**config.mk**
```make
export PLATFORM = sky130hd
export DESIGN_NAME = stack_queue
export DESIGN_NICKNAME = d
export VERILOG_FILES = /design/src/rtl/stack_queue.sv
export SDC_FILE = /design/constraint.sdc
export NUM_CORES = 1
export LEC_CHECK = 0
export CORE_ASPECT_RATIO = 1.1
export CORE_MARGIN = 2
export CORE_UTILIZATION = 55
export CTS_BUF_LIST = sky130_fd_sc_hd__clkbuf_8
export DETAILED_ROUTE_END_ITERATION = 6
export PLACE_DENSITY = 0.71
export RECOVER_POWER = 25
export SYNTH_ARGS = -nofsm -noshare
export SYNTH_HDL_FRONTEND = slang
export SYNTH_SLANG_ARGS = --single-unit
```
**constraint.sdc**
```tcl
create_clock -name Clk -period 3.85 [get_ports Clk]
set_input_delay 0.385 -clock Clk [delete_from_list [all_inputs] [get_ports Clk]]
set_output_delay 0.385 -clock Clk [all_outputs]
set_load 0.01 [all_outputs]
```
**src/rtl/stack_queue.sv**
```systemverilog
// Parametrised LIFO/FIFO buffer with registered pop data, one-cycle Valid pulse,
// occupancy count and sticky overflow/underflow flags.
module stack_queue #(
   parameter  int unsigned WIDTH = 8,
   parameter  int unsigned DEPTH = 16,
   localparam int unsigned CW    = $clog2(DEPTH + 1)
) (
   input  logic             Clk,
   input  logic             RstN,
   input  logic             Clear,
   input  logic             Mode,
   input  logic             Push,
   input  logic             Pop,
   input  logic [WIDTH-1:0] Data_In,
   output logic [WIDTH-1:0] Data_Out,
   output logic             Valid,
   output logic             Full,
   output logic             Empty,
   output logic [CW-1:0]    Count,
   output logic             Overflow,
   output logic             Underflow
);

   localparam int unsigned PW = (DEPTH > 1) ? $clog2(DEPTH) : 1;

   logic [WIDTH-1:0] mem [DEPTH];

   logic [CW-1:0]    count_q, count_d;
   logic [PW-1:0]    rd_ptr_q, rd_ptr_d;
   logic [PW-1:0]    wr_ptr_q, wr_ptr_d;
   logic             fifo_q, fifo_d;
   logic             full_q, full_d;
   logic             empty_q, empty_d;
   logic             valid_q, valid_d;
   logic [WIDTH-1:0] dout_q, dout_d;
   logic             ovf_q, ovf_d;
   logic             unf_q, unf_d;

   logic             pop_ok;
   logic             push_ok;
   logic             mem_we;
   logic [PW-1:0]    top_idx;
   logic [PW-1:0]    rd_idx;
   logic [PW-1:0]    wr_idx;

   // Increment with wrap at DEPTH-1, so non-power-of-two depths work.
   function automatic logic [PW-1:0] ptr_inc(input logic [PW-1:0] p);
      return (p == PW'(DEPTH - 1)) ? '0 : p + PW'(1);
   endfunction

   // Effective-operation decode and slot selection.
   always_comb begin
      pop_ok  = Pop && !empty_q;
      push_ok = Push && (!full_q || pop_ok);
      mem_we  = !Clear && push_ok;
      top_idx = PW'(count_q - CW'(1));
      rd_idx  = fifo_q ? rd_ptr_q : top_idx;
      // A LIFO push+pop overwrites the slot being popped.
      if (fifo_q) begin
         wr_idx = wr_ptr_q;
      end else if (pop_ok) begin
         wr_idx = top_idx;
      end else begin
         wr_idx = PW'(count_q);
      end
   end

   // Next-state computation; Clear overrides Push/Pop.
   always_comb begin
      count_d  = count_q;
      rd_ptr_d = rd_ptr_q;
      wr_ptr_d = wr_ptr_q;
      valid_d  = 1'b0;
      dout_d   = dout_q;
      ovf_d    = ovf_q;
      unf_d    = unf_q;

      if (Clear) begin
         count_d  = '0;
         rd_ptr_d = '0;
         wr_ptr_d = '0;
         ovf_d    = 1'b0;
         unf_d    = 1'b0;
      end else begin
         count_d = count_q + CW'(push_ok) - CW'(pop_ok);
         if (pop_ok) begin
            dout_d  = mem[rd_idx];
            valid_d = 1'b1;
            if (fifo_q) begin
               rd_ptr_d = ptr_inc(rd_ptr_q);
            end
         end
         if (push_ok && fifo_q) begin
            wr_ptr_d = ptr_inc(wr_ptr_q);
         end
         if (Push && !push_ok) begin
            ovf_d = 1'b1;
         end
         if (Pop && !pop_ok) begin
            unf_d = 1'b1;
         end
      end

      full_d  = (count_d == CW'(DEPTH));
      empty_d = (count_d == '0);
      // Access order may only change while nothing is resident.
      fifo_d  = empty_d ? Mode : fifo_q;
   end

   // Control and output registers.
   always_ff @(posedge Clk or negedge RstN) begin
      if (!RstN) begin
         count_q  <= '0;
         rd_ptr_q <= '0;
         wr_ptr_q <= '0;
         fifo_q   <= 1'b0;
         full_q   <= 1'b0;
         empty_q  <= 1'b1;
         valid_q  <= 1'b0;
         dout_q   <= '0;
         ovf_q    <= 1'b0;
         unf_q    <= 1'b0;
      end else begin
         count_q  <= count_d;
         rd_ptr_q <= rd_ptr_d;
         wr_ptr_q <= wr_ptr_d;
         fifo_q   <= fifo_d;
         full_q   <= full_d;
         empty_q  <= empty_d;
         valid_q  <= valid_d;
         dout_q   <= dout_d;
         ovf_q    <= ovf_d;
         unf_q    <= unf_d;
      end
   end

   // Storage array, intentionally not reset.
   always_ff @(posedge Clk) begin
      if (mem_we) begin
         mem[wr_idx] <= Data_In;
      end
   end

   assign Data_Out  = dout_q;
   assign Valid     = valid_q;
   assign Full      = full_q;
   assign Empty     = empty_q;
   assign Count     = count_q;
   assign Overflow  = ovf_q;
   assign Underflow = unf_q;

endmodule

```
==> results of run 1 <==
area by class of cell:
| cell class | instances | area [sq um] | area share [%] |
|---|---|---|---|
| inverters | 13 | 48.8 | 0.621 |
| multi-input cells | 334 | 2140 | 27.2 |
| clock inverters | 15 | 174 | 2.21 |
| well taps | 154 | 193 | 2.45 |
| flip-flops and latches | 155 | 4520 | 57.6 |
| clock buffers | 17 | 234 | 2.98 |
| repair buffers | 61 | 544 | 6.93 |
how the worst min path moves through the flow:
stage                            start                       to  slack, ns  cells past startpoint
5_1_grt        rd_ptr_q[3]$_DFFE_PN0P_  rd_ptr_q[3]$_DFFE_PN0P_       0.54                      1
3_3_place_gp      Overflow$_DFFE_PN0P_     Overflow$_DFFE_PN0P_       0.48                      2
4_1_cts        rd_ptr_q[3]$_DFFE_PN0P_  rd_ptr_q[3]$_DFFE_PN0P_       0.52                      1
3_5_place_dp   rd_ptr_q[3]$_DFFE_PN0P_  rd_ptr_q[3]$_DFFE_PN0P_       0.50                      1
2_1_floorplan                     RstN       Count[0]$_DFF_PN0_       0.09                      0
6_report         Underflow$_DFFE_PN0P_    Underflow$_DFFE_PN0P_       0.51                      2
synth_stat cells (all sizes together), types with 2 or more instances:
library cell    n  area share [%]
a31oi           3            0.27
a211oi         12             1.3
edfxtp        128              56
o22ai          33             3.2
dfrtp          26             9.4
clkbuf         17            0.94
nand2b          4            0.47
nand3           8            0.58
and2            2            0.18
a311oi          7            0.89
or3             2            0.18
o21bai          3            0.33
nor2           45             2.5
o21ai          16             1.2
o32ai           8             1.0
nor4           19             1.7
buf            23             2.2
a21oi          46             3.3
nand2          17            0.92
ha             10             1.8
and3            8            0.72
nor2b          10            0.91
mux2i           3            0.43
o211ai         18             2.0
a21boi         17             1.8
inv            12            0.65
xor2            2            0.25
o21a            3            0.33
nor3            8            0.58
xnor2           9             1.1
o31ai           9             1.1
o41ai           5            0.63
power breakdown:
part / switching [mW] / total [mW] / internal [mW]
sequential: 0.122 / 2.11 / 1.99
clock: 0.610 / 1.25 / 0.639
combinational: 1.90 / 2.99 / 1.08
worst max-delay path, delay by kind of cell (launching register included):
kind,cells,cell delay [ns]
multiplexers,1,0.35
XOR/XNOR,1,0.19
buffers and inverters,3,0.26
AND/OR/NAND/NOR,2,0.28
AO/OA/AOI/OAI,4,0.78
flip-flops,1,0.54
adder cells (fa/ha/maj),3,0.86
sequential cells by signal, indices dropped and copies added, names as in the netlist:
signal     flops
fifo_q         1
Empty          1
Count          5
mem          128
Data_Out       8
wr_ptr_q       4
Overflow       1
rd_ptr_q       4
Valid          1
Underflow      1
Full           1
per-stage QoR:
step / area [sq um] / std cells
floorplan: 6910 / 542
global placement: 7450 / 717
detailed placement: 7450 / 717
CTS: 7860 / 749
global route: 7850 / 749
finish: 7850 / 749
layer usage:
layer | GRT usage (%) | part of all wire, % | vias to the layer above
met5 | 0 | 0 | -
met4 | 10.9 | 2.6 | 0
met3 | 5.72 | 8.0 | 35
met2 | 45.2 | 49 | 263
met1 | 35.7 | 40 | 2472
li1 | - | - | 2197
cell families after synthesis:
| family | Yosys count | share of synthesized area [%] |
|---|---|---|
| and+or+nand+nor | 125 | 8.96 |
| xor gates and xnor gates | 11 | 1.39 |
| AOI/OAI and AO/OA | 183 | 17.7 |
| adders and majority gates | 11 | 2.10 |
| muxes | 4 | 0.598 |
| buffers and inverters | 53 | 3.82 |
| DFF | 155 | 65.4 |
==> metrics.md, run 1 <==
| Metric | Value |
|---|---|
| Critical Path AT | `3.71 ns` |
| Clk_lat worst skew | `0.46 ns` |
| Gpl congestion | `0.896` |
| Final WL | `17.8 mm` |
| Worst hold slack | `0.510 ns` |
| FP Rows | `42` |
| Tmin final | `3.36 ns` |
| Commonest non-fill, non-tap cell in the layout | `edfxtp_1` |
| GRT Util Overall | `27.2%` |
| Worst setup EP type | `register` |
| Routed WL per cell | `23.7 um` |
| WP data required | `4.19 ns` |
| Postcts setup bufs | `0` |
| Core box area | `12,100 sq um` |
| Hold Path Class | `register to register` |
| Vias per inst | `6.63` |
| Largest net degree at the start of global routing | `33` |
| Crit Path Class | `register to register` |
| Post-CTS sizing | `0` |
| Fin util | `64.7%` |
| Ys flop type | `edfxtp_1` |
| Fill count | `936` |
| Initial Util | `56.9%` |
| Post-synth cell types | `52` |
| Tot Pwr | `6.35 mW` |
| Reg2reg end | `fifo_q$_DFFE_PN0N_` |
| I/O pins | `32` |
| PD cells | `808 nW/um^2` |
| Initial antenna violation count | `0` |
| Synth Instances | `542` |
| Slowest CP cell | `dfstp_2` |
| Worst VDD drop | `0.000685 V` |
| Mapped Area | `6910 sq um` |
| First-pass GRT wire length | `27.4 mm` |
| Reg2Reg Setup Slack | `0.49 ns` |
| Async SR Flop Fraction | `17.4%` |
| Status | `finished, final reports clean` |
| Root buf cell | `clkbuf_8` |
| Crit-path cells | `nand2b_1 > inv_2 > o21ai_1 > ha_1 > inv_1 > ha_1 > inv_1 > fa_1 > o21bai_1 > a21oi_1 > xnor2_1 > nor2b_1 > o21bai_1 > mux2_2` |
| RSZ-0062 raised after global routing | `false` |
| Crit path capture | `fifo_q$_DFFE_PN0N_` |
| Worst slew pin tran | `1.10 ns` |
| R2r worst-path depth | `14` |
| ANT nets after route | `0` |
| Syn avg cell area | `12.7 sq um` |
| Clock slew at reported path FFs | `0.08 ns` |
| CP Max Fanout | `10` |
| TritonCTS Buffers | `17` |
| Global route overflow | `0` |
| Seq/Total Area, Yosys | `65.4%` |
| Die area | `13,500 sq um` |
| Critical path launch point type | `register` |
| PnR worst setup slack | `0.488 ns` |
| Clk sinks | `155` |
| Synthesis warning total | `0` |
| Final setup violation count | `0` |
| N_diodes | `0` |
| Vias in the first global route | `4,885` |
| DRC viols | `0` |
| Most frequent cells in the layout | `edfxtp_1 (128), a21oi_1 (45), nor2_1 (44)` |
| Reg-to-Reg Start | `Empty$_DFF_PN1_` |
| Max-Cap Viols | `0` |
| Hold Vio Cnt, Final | `0` |
| Synthesized Nets | `567` |
| Die X | `111 um` |
| Port buffer count | `31` |
| Chip height | `122 um` |
| Initial drt markers | `544` |
| CTS tree | `built` |
| Fraction of layout cells with a size suffix above 1 | `11.3%` |
| Layout Nets | `607` |
| DRT Pass-1 Iters | `6` |
| Critical path startpoint | `Empty$_DFF_PN1_` |
| Max-Slew Margin vs Limit | `26.5%` |
| DP Wirelength | `11.5 mm` |
| LEAKAGE | `2.62 nW` |
| Hold_buf cts | `0` |
| Area added between synthesis and finish | `13.6%` |
| Bufs on Longest Clock Path | `2` |
| CTS H-tree depth | `4` |
| TNS Setup | `0 ns` |
| Clock Skews | `0.0127 ns` |
| Flops & latches, synth | `155` |
| Final Max Slew Viols | `0` |
| DP Worst Slack | `0.276 ns` |
| Post-synth EDFFs | `128` |
| Total number of vias | `4,967` |
| FMAX | `0.297 GHz` |
| CP max stage delay | `0.54 ns` |
| Period utilization | `87.3%` |
(Power assumes the default switching activity.)
==> inputs of run 2 (changes only) <==
Settings changed: CTS_BUF_LIST sky130_fd_sc_hd__clkbuf_8 to default.
==> run 2 against run 1 <==
  * Sequential power is essentially flat
  * Sequential cell count is the same
  * Sequential share of layout area shrank 1.4 points
  * Hold slack lost 0.0056 ns
  * Wire length grew 1.1%
  * Core utilization grew 1.6 points
  * Clock power grew 35%
  * Largest power group unchanged
==> metrics.md, run 2 (same netlist as run 1, synthesis figures left out) <==
| Metric | Value |
|---|---|
| Status | `finished, final reports clean` |
| Total number of vias | `5,008 (+0.83%)` |
| DRT Pass-1 Iters | `5 (-1)` |
| Commonest non-fill, non-tap cell in the layout | `edfxtp_1` |
| Post-CTS sizing | `0 (unchanged)` |
| Chip height | `122 um (unchanged)` |
| Period utilization | `88.2% (+0.84 points)` |
| Clock Skews | `0.00769 ns (-0.00501 ns)` |
| Vias in the first global route | `4,971 (+1.8%)` |
| TritonCTS Buffers | `17 (unchanged)` |
| Initial Util | `56.9% (unchanged)` |
| Final setup violation count | `0 (unchanged)` |
| Clk sinks | `155 (unchanged)` |
| Tmin final | `3.39 ns (+0.0322 ns)` |
| Critical Path AT | `3.70 ns (about the same)` |
| Placed cell count | `717 (unchanged)` |
| Die area | `13,500 sq um (unchanged)` |
| Worst setup EP type | `register` |
| Final WL | `18.0 mm (+1.1%)` |
| Critical path launch point type | `register` |
| Largest net degree at the start of global routing | `33 (unchanged)` |
| DRC viols | `0 (unchanged)` |
| Area of the multi-input gates | `2140 sq um (unchanged)` |
| TNS Setup | `0 ns (unchanged)` |
| Clk_lat worst skew | `0.42 ns (-0.04 ns)` |
| I/O pins | `32 (unchanged)` |
| N_diodes | `0 (unchanged)` |
| FMAX | `0.295 GHz (-0.95%)` |
| Bufs on Longest Clock Path | `2 (unchanged)` |
| CTS H-tree depth | `4 (unchanged)` |
| Clock slew at reported path FFs | `0.06 ns (-0.02 ns)` |
| Fin util | `66.3% (+1.6 points)` |
| Postcts setup bufs | `0 (unchanged)` |
| Worst slew pin tran | `1.09 ns (-0.0104 ns)` |
| Non-Filler Instances | `749 (unchanged)` |
| Initial antenna violation count | `0 (unchanged)` |
| LEAKAGE | `2.71 nW (+3.3%)` |
| Layout Nets | `607 (unchanged)` |
| Core box area | `12,100 sq um (unchanged)` |
| Max FFs per register | `128 (unchanged)` |
| Final Max Slew Viols | `0 (unchanged)` |
| Vias per inst | `6.69 (+0.83%)` |
| CTS tree | `built` |
| DP Wirelength | `11.5 mm (unchanged)` |
| GRT Util Overall | `27.4% (+0.20 points)` |
| Root buf cell | `clkbuf_16` |
| Worst hold slack | `0.504 ns (-0.00556 ns)` |
| Gpl congestion | `0.896 (unchanged)` |
| Die X | `111 um (unchanged)` |
| Most frequent cells in the layout | `edfxtp_1 (128), a21oi_1 (45), nor2_1 (44)` |
| WP data required | `4.16 ns (-0.03 ns)` |
| Hold_buf cts | `0 (unchanged)` |
| Top reg by flops | `mem` |
| Hold Vio Cnt, Final | `0 (unchanged)` |
| Initial drt markers | `626 (+15%)` |
| Reg2Reg Setup Slack | `0.46 ns (-0.03 ns)` |
| Crit Path Class | `register to register` |
| Hold Path Class | `register to register` |
| Routed WL per cell | `24.0 um (+1.1%)` |
| Area added between synthesis and finish | `16.4%` |
| PD cells | `844 nW/um^2 (+4.4%)` |
| Global route overflow | `0 (unchanged)` |
| FP Rows | `42 (unchanged)` |
| Sequential cell area | `4520 sq um (unchanged)` |
| Max-Slew Margin vs Limit | `27.2% (+0.70 points)` |
| CP Max Fanout | `10 (unchanged)` |
| RSZ-0062 raised after global routing | `false` |
| ANT nets after route | `0 (unchanged)` |
| Port buffer count | `31 (unchanged)` |
| Worst VDD drop | `0.000689 V (+0.53%)` |
| Fill count | `897 (-4.2%)` |
| Fraction of layout cells with a size suffix above 1 | `11.3% (unchanged)` |
| Max-Cap Viols | `0 (unchanged)` |
| First-pass GRT wire length | `27.5 mm (+0.58%)` |
[run 2: layer usage]
metal / vias to the layer above / wire, um / track usage (%)
met2: 290 / 8810 / 45.1
met3: 41 / 1590 / 6.67
met5: - / 0 / 0
li1: 2198 / - / -
met1: 2479 / 7050 / 35.5
met4: 0 / 501 / 11.5
[run 2: cell type report]
type                            instances  share of cell area [%]
Clock buffer                           17                    5.29
Clock inverter                         15                    2.16
Inverter                               13                   0.607
Multi-Input combinational cell        334                    26.6
Sequential cell                       155                    56.2
Tap cell                              154                    2.40
Timing Repair Buffer                   61                    6.77
[run 2: critical path, cell delays in order, from the launching register on]
cell and delay (ns):
dfstp_2 0.53, nand2b_1 0.22, inv_2 0.14, o21ai_1 0.35, ha_1 0.31, inv_1 0.06, ha_1 0.16, inv_1 0.06
fa_1 0.41, o21bai_1 0.17, a21oi_1 0.11, xnor2_1 0.19, nor2b_1 0.07, o21bai_1 0.17, mux2_2 0.35
[run 2: power breakdown]
group / total [mW] / leakage (nW) / switching, mW / internal, mW
logic: 2.99 / 0.935 / 1.91 / 1.09
clock network: 1.69 / 0.285 / 0.667 / 1.02
registers: 2.11 / 1.49 / 0.124 / 1.99
total: 6.79 / 2.71 / 2.70 / 4.09
[run 2: final timing paths]
kind / start / endpoint / cells past startpoint
max in group asynchronous: RstN / wr_ptr_q[1]$_DFFE_PN0P_ / 2
worst min register to register: Underflow$_DFFE_PN0P_ / Underflow$_DFFE_PN0P_ / 2
worst min-delay path: Underflow$_DFFE_PN0P_ / Underflow$_DFFE_PN0P_ / 2
worst max register to register: Empty$_DFF_PN1_ / fifo_q$_DFFE_PN0N_ / 14
min in group asynchronous: RstN / rd_ptr_q[3]$_DFFE_PN0P_ / 1
worst max-delay path: Empty$_DFF_PN1_ / fifo_q$_DFFE_PN0N_ / 14
[run 2: per-stage QoR]
stage	instance area, sq um	power (mW)	setup slack [ns]
6_report	8040	6.79	0.456
5_1_grt	8040	7.13	0.195
4_1_cts	8050	6.76	0.503
3_5_place_dp	7450	5.08	0.276
3_3_place_gp	7450	5.01	0.412
2_1_floorplan	6910	4.17	0.811
==> inputs of run 3 (changes only) <==
Clock period 3.85 ns to 3.5 ns, I/O delays scaled along.
==> run 3 against run 2 <==
  * Critical path depth is the same
  * Sequential power rose by 10%
  * Highest routed layer unchanged
  * Combinational power up 14%
  * Largest power group unchanged
  * Wire length grew 0.79%
==> metrics.md, run 3 (same netlist as run 1, synthesis figures left out) <==
| Metric | Value |
|---|---|
| ANT nets after route | `0 (unchanged)` |
| Crit Path Class | `register to register` |
| Fraction of layout cells with a size suffix above 1 | `11.9% (+0.59 points)` |
| CP Max Fanout | `10 (unchanged)` |
| Reg2Reg Setup Slack | `0.34 ns (-0.12 ns)` |
| CTS tree | `built` |
| Die area | `13,500 sq um (unchanged)` |
| Hold Vio Cnt, Final | `0 (unchanged)` |
| Layout Nets | `611 (+0.66%)` |
| Hold_buf cts | `0 (unchanged)` |
| Delay-heaviest family, CP | `adder cells` |
| LEAKAGE | `2.73 nW (+0.51%)` |
| Commonest non-fill, non-tap cell in the layout | `edfxtp_1` |
| Hold Path Stages | `2 (unchanged)` |
| Hold Path End | `Overflow$_DFFE_PN0P_` |
| Max FFs per register | `128 (unchanged)` |
| Clock Skews | `0.00887 ns (+0.00118 ns)` |
| DRC viols | `0 (unchanged)` |
| Placed cell area | `7480 sq um (+0.40%)` |
| Grt met2 use | `45.1% (about the same)` |
| First-pass GRT wire length | `27.6 mm (+0.10%)` |
| CP max stage delay | `0.53 ns (about the same)` |
| Core box area | `12,100 sq um (unchanged)` |
| Crit-path cells | `nand2b_1 > inv_2 > o21ai_1 > ha_1 > inv_1 > ha_1 > inv_1 > fa_1 > o21bai_1 > a21oi_1 > xnor2_1 > nor2b_1 > o21bai_1 > mux2_2` |
| Tmin final | `3.16 ns (-0.229 ns)` |
| Reg-to-Reg Start | `Empty$_DFF_PN1_` |
| Clk_lat worst skew | `0.43 ns (about the same)` |
| Worst VDD drop | `0.000629 V (-8.8%)` |
| Critical path launch point type | `register` |
| Vias in the first global route | `4,930 (-0.82%)` |
| Gpl congestion | `0.924 (+3.2%)` |
| Critical path startpoint | `Empty$_DFF_PN1_` |
| Postcts setup bufs | `0 (unchanged)` |
| Period utilization | `90.4% (+2.3 points)` |
| R2r worst-path depth | `14 (unchanged)` |
| Initial antenna violation count | `0 (unchanged)` |
| Root buf cell | `clkbuf_16` |
| Largest net degree at the start of global routing | `35 (+6.1%)` |
| Max-Cap Viols | `0 (unchanged)` |
| Status | `finished, final reports clean` |
| TNS Setup | `0 ns (unchanged)` |
| Clk sinks | `155 (unchanged)` |
| DP Wirelength | `11.5 mm (+0.57%)` |
| Post-CTS sizing | `0 (unchanged)` |
| Initial Util | `56.9% (unchanged)` |
| Top reg by flops | `mem` |
| PD cells | `933 nW/um^2 (+11%)` |
| Routed WL per cell | `24.0 um (+0.26%)` |
| Final setup violation count | `0 (unchanged)` |
| Met1 Usage GRT | `34.9% (-0.64 points)` |
| Worst slew pin tran | `1.35 ns (+0.258 ns)` |
| Area added between synthesis and finish | `16.6%` |
| Total number of vias | `5,016 (+0.16%)` |
| Initial drt markers | `561 (-10%)` |
| GRT Util Overall | `27.7% (+0.25 points)` |
| Final Max Slew Viols | `0 (unchanged)` |
| WP data required | `3.81 ns (-0.35 ns)` |
| Port buffer count | `31 (unchanged)` |
| Critical Path AT | `3.47 ns (-0.23 ns)` |
| RSZ-0062 raised after global routing | `false` |
| Worst setup EP type | `register` |
| Bufs on Longest Clock Path | `2 (unchanged)` |
| Most frequent cells in the layout | `edfxtp_1 (128), a21oi_1 (45), nor2_1 (44)` |
| DRT Pass-1 Iters | `5 (unchanged)` |
| I/O pins | `32 (unchanged)` |
| Final WL | `18.1 mm (+0.79%)` |
| N_diodes | `0 (unchanged)` |
| Max-Slew Margin vs Limit | `9.58% (-18 points)` |
| GR peak layer | `met2` |
| Vias per inst | `6.66 (-0.37%)` |
| Slowest CP cell | `dfstp_2` |
| Worst hold start | `Overflow$_DFFE_PN0P_` |
| Tot Pwr | `7.52 mW (+11%)` |
| Worst Path Buf+Inv | `3 (unchanged)` |
| FMAX | `0.316 GHz (+7.2%)` |
| Die X | `111 um (unchanged)` |
| Hold Path Class | `register to register` |
| Met3 Usage GRT | `7.86% (+1.2 points)` |
| CTS H-tree depth | `4 (unchanged)` |
| Final instance area | `8060 sq um (+0.20%)` |
| Chip height | `122 um (unchanged)` |
| Clock slew at reported path FFs | `0.06 ns (about the same)` |
| TritonCTS Buffers | `17 (unchanged)` |
| Global route overflow | `0 (unchanged)` |
| Worst hold slack | `0.515 ns (+0.0111 ns)` |
| FP Rows | `42 (unchanged)` |
| Reg2reg end | `fifo_q$_DFFE_PN0N_` |
run 3: cell count changes in the layout (fill, tap and decap cells not counted), sizes merged:
cell           delta
bufinv            -1
clkbuf            +4
clkinv            -5
clkdlybuf4s50     +1
buf               +5
dlygate4sd3       -1
clkinvlp          +1
run 3: through the flow:
step / cells / utilization (%) / setup WS, ns
after global placement: 721 / 61.6 / 0.233
after global routing: 753 / 66.4 / 0.167
after detailed placement: 721 / 61.6 / 0.103
after CTS: 753 / 66.4 / 0.337
after floorplan: 542 / - / 0.461
final: 753 / 66.4 / 0.335
run 3: worst max path at each step:
stage	end	slack, ns	cells after the start
2_1_floorplan	fifo_q$_DFFE_PN0N_	0.46	14
3_3_place_gp	fifo_q$_DFFE_PN0N_	0.23	15
3_5_place_dp	fifo_q$_DFFE_PN0N_	0.10	15
4_1_cts	fifo_q$_DFFE_PN0N_	0.34	14
5_1_grt	fifo_q$_DFFE_PN0N_	0.17	14
6_report	fifo_q$_DFFE_PN0N_	0.34	14
run 3: final cells by class:
type	instances	area (sq um)
clock inverters	10	118
multi-input cells	334	2140
fillers	842	4080
flip-flops and latches	155	4520
inverters	13	48.8
well taps	154	193
clock buffers	22	464
repair buffers	65	578
run 3: power breakdown:
part / switching, mW / internal [mW] / leakage (nW)
logic: 2.19 / 1.21 / 0.961
clock network: 0.709 / 1.09 / 0.273
registers: 0.135 / 2.19 / 1.49
run 3: layer usage:
metal / routed length, um / vias to the layer above
met5: 0 / -
met4: 587 / 0
li1: - / 2199
met3: 1640 / 55
met1: 7060 / 2459
met2: 8810 / 303
run 3: worst register-to-register path: cells and delay by family, from the launching register on:
family / cells / cell delay, ns
adders and majority gates: 3 / 0.81
and+or+nand+nor: 2 / 0.28
DFF: 1 / 0.53
muxes: 1 / 0.36
AOI/OAI and AO/OA: 4 / 0.63
xor gates and xnor gates: 1 / 0.20
buffers and inverters: 3 / 0.25
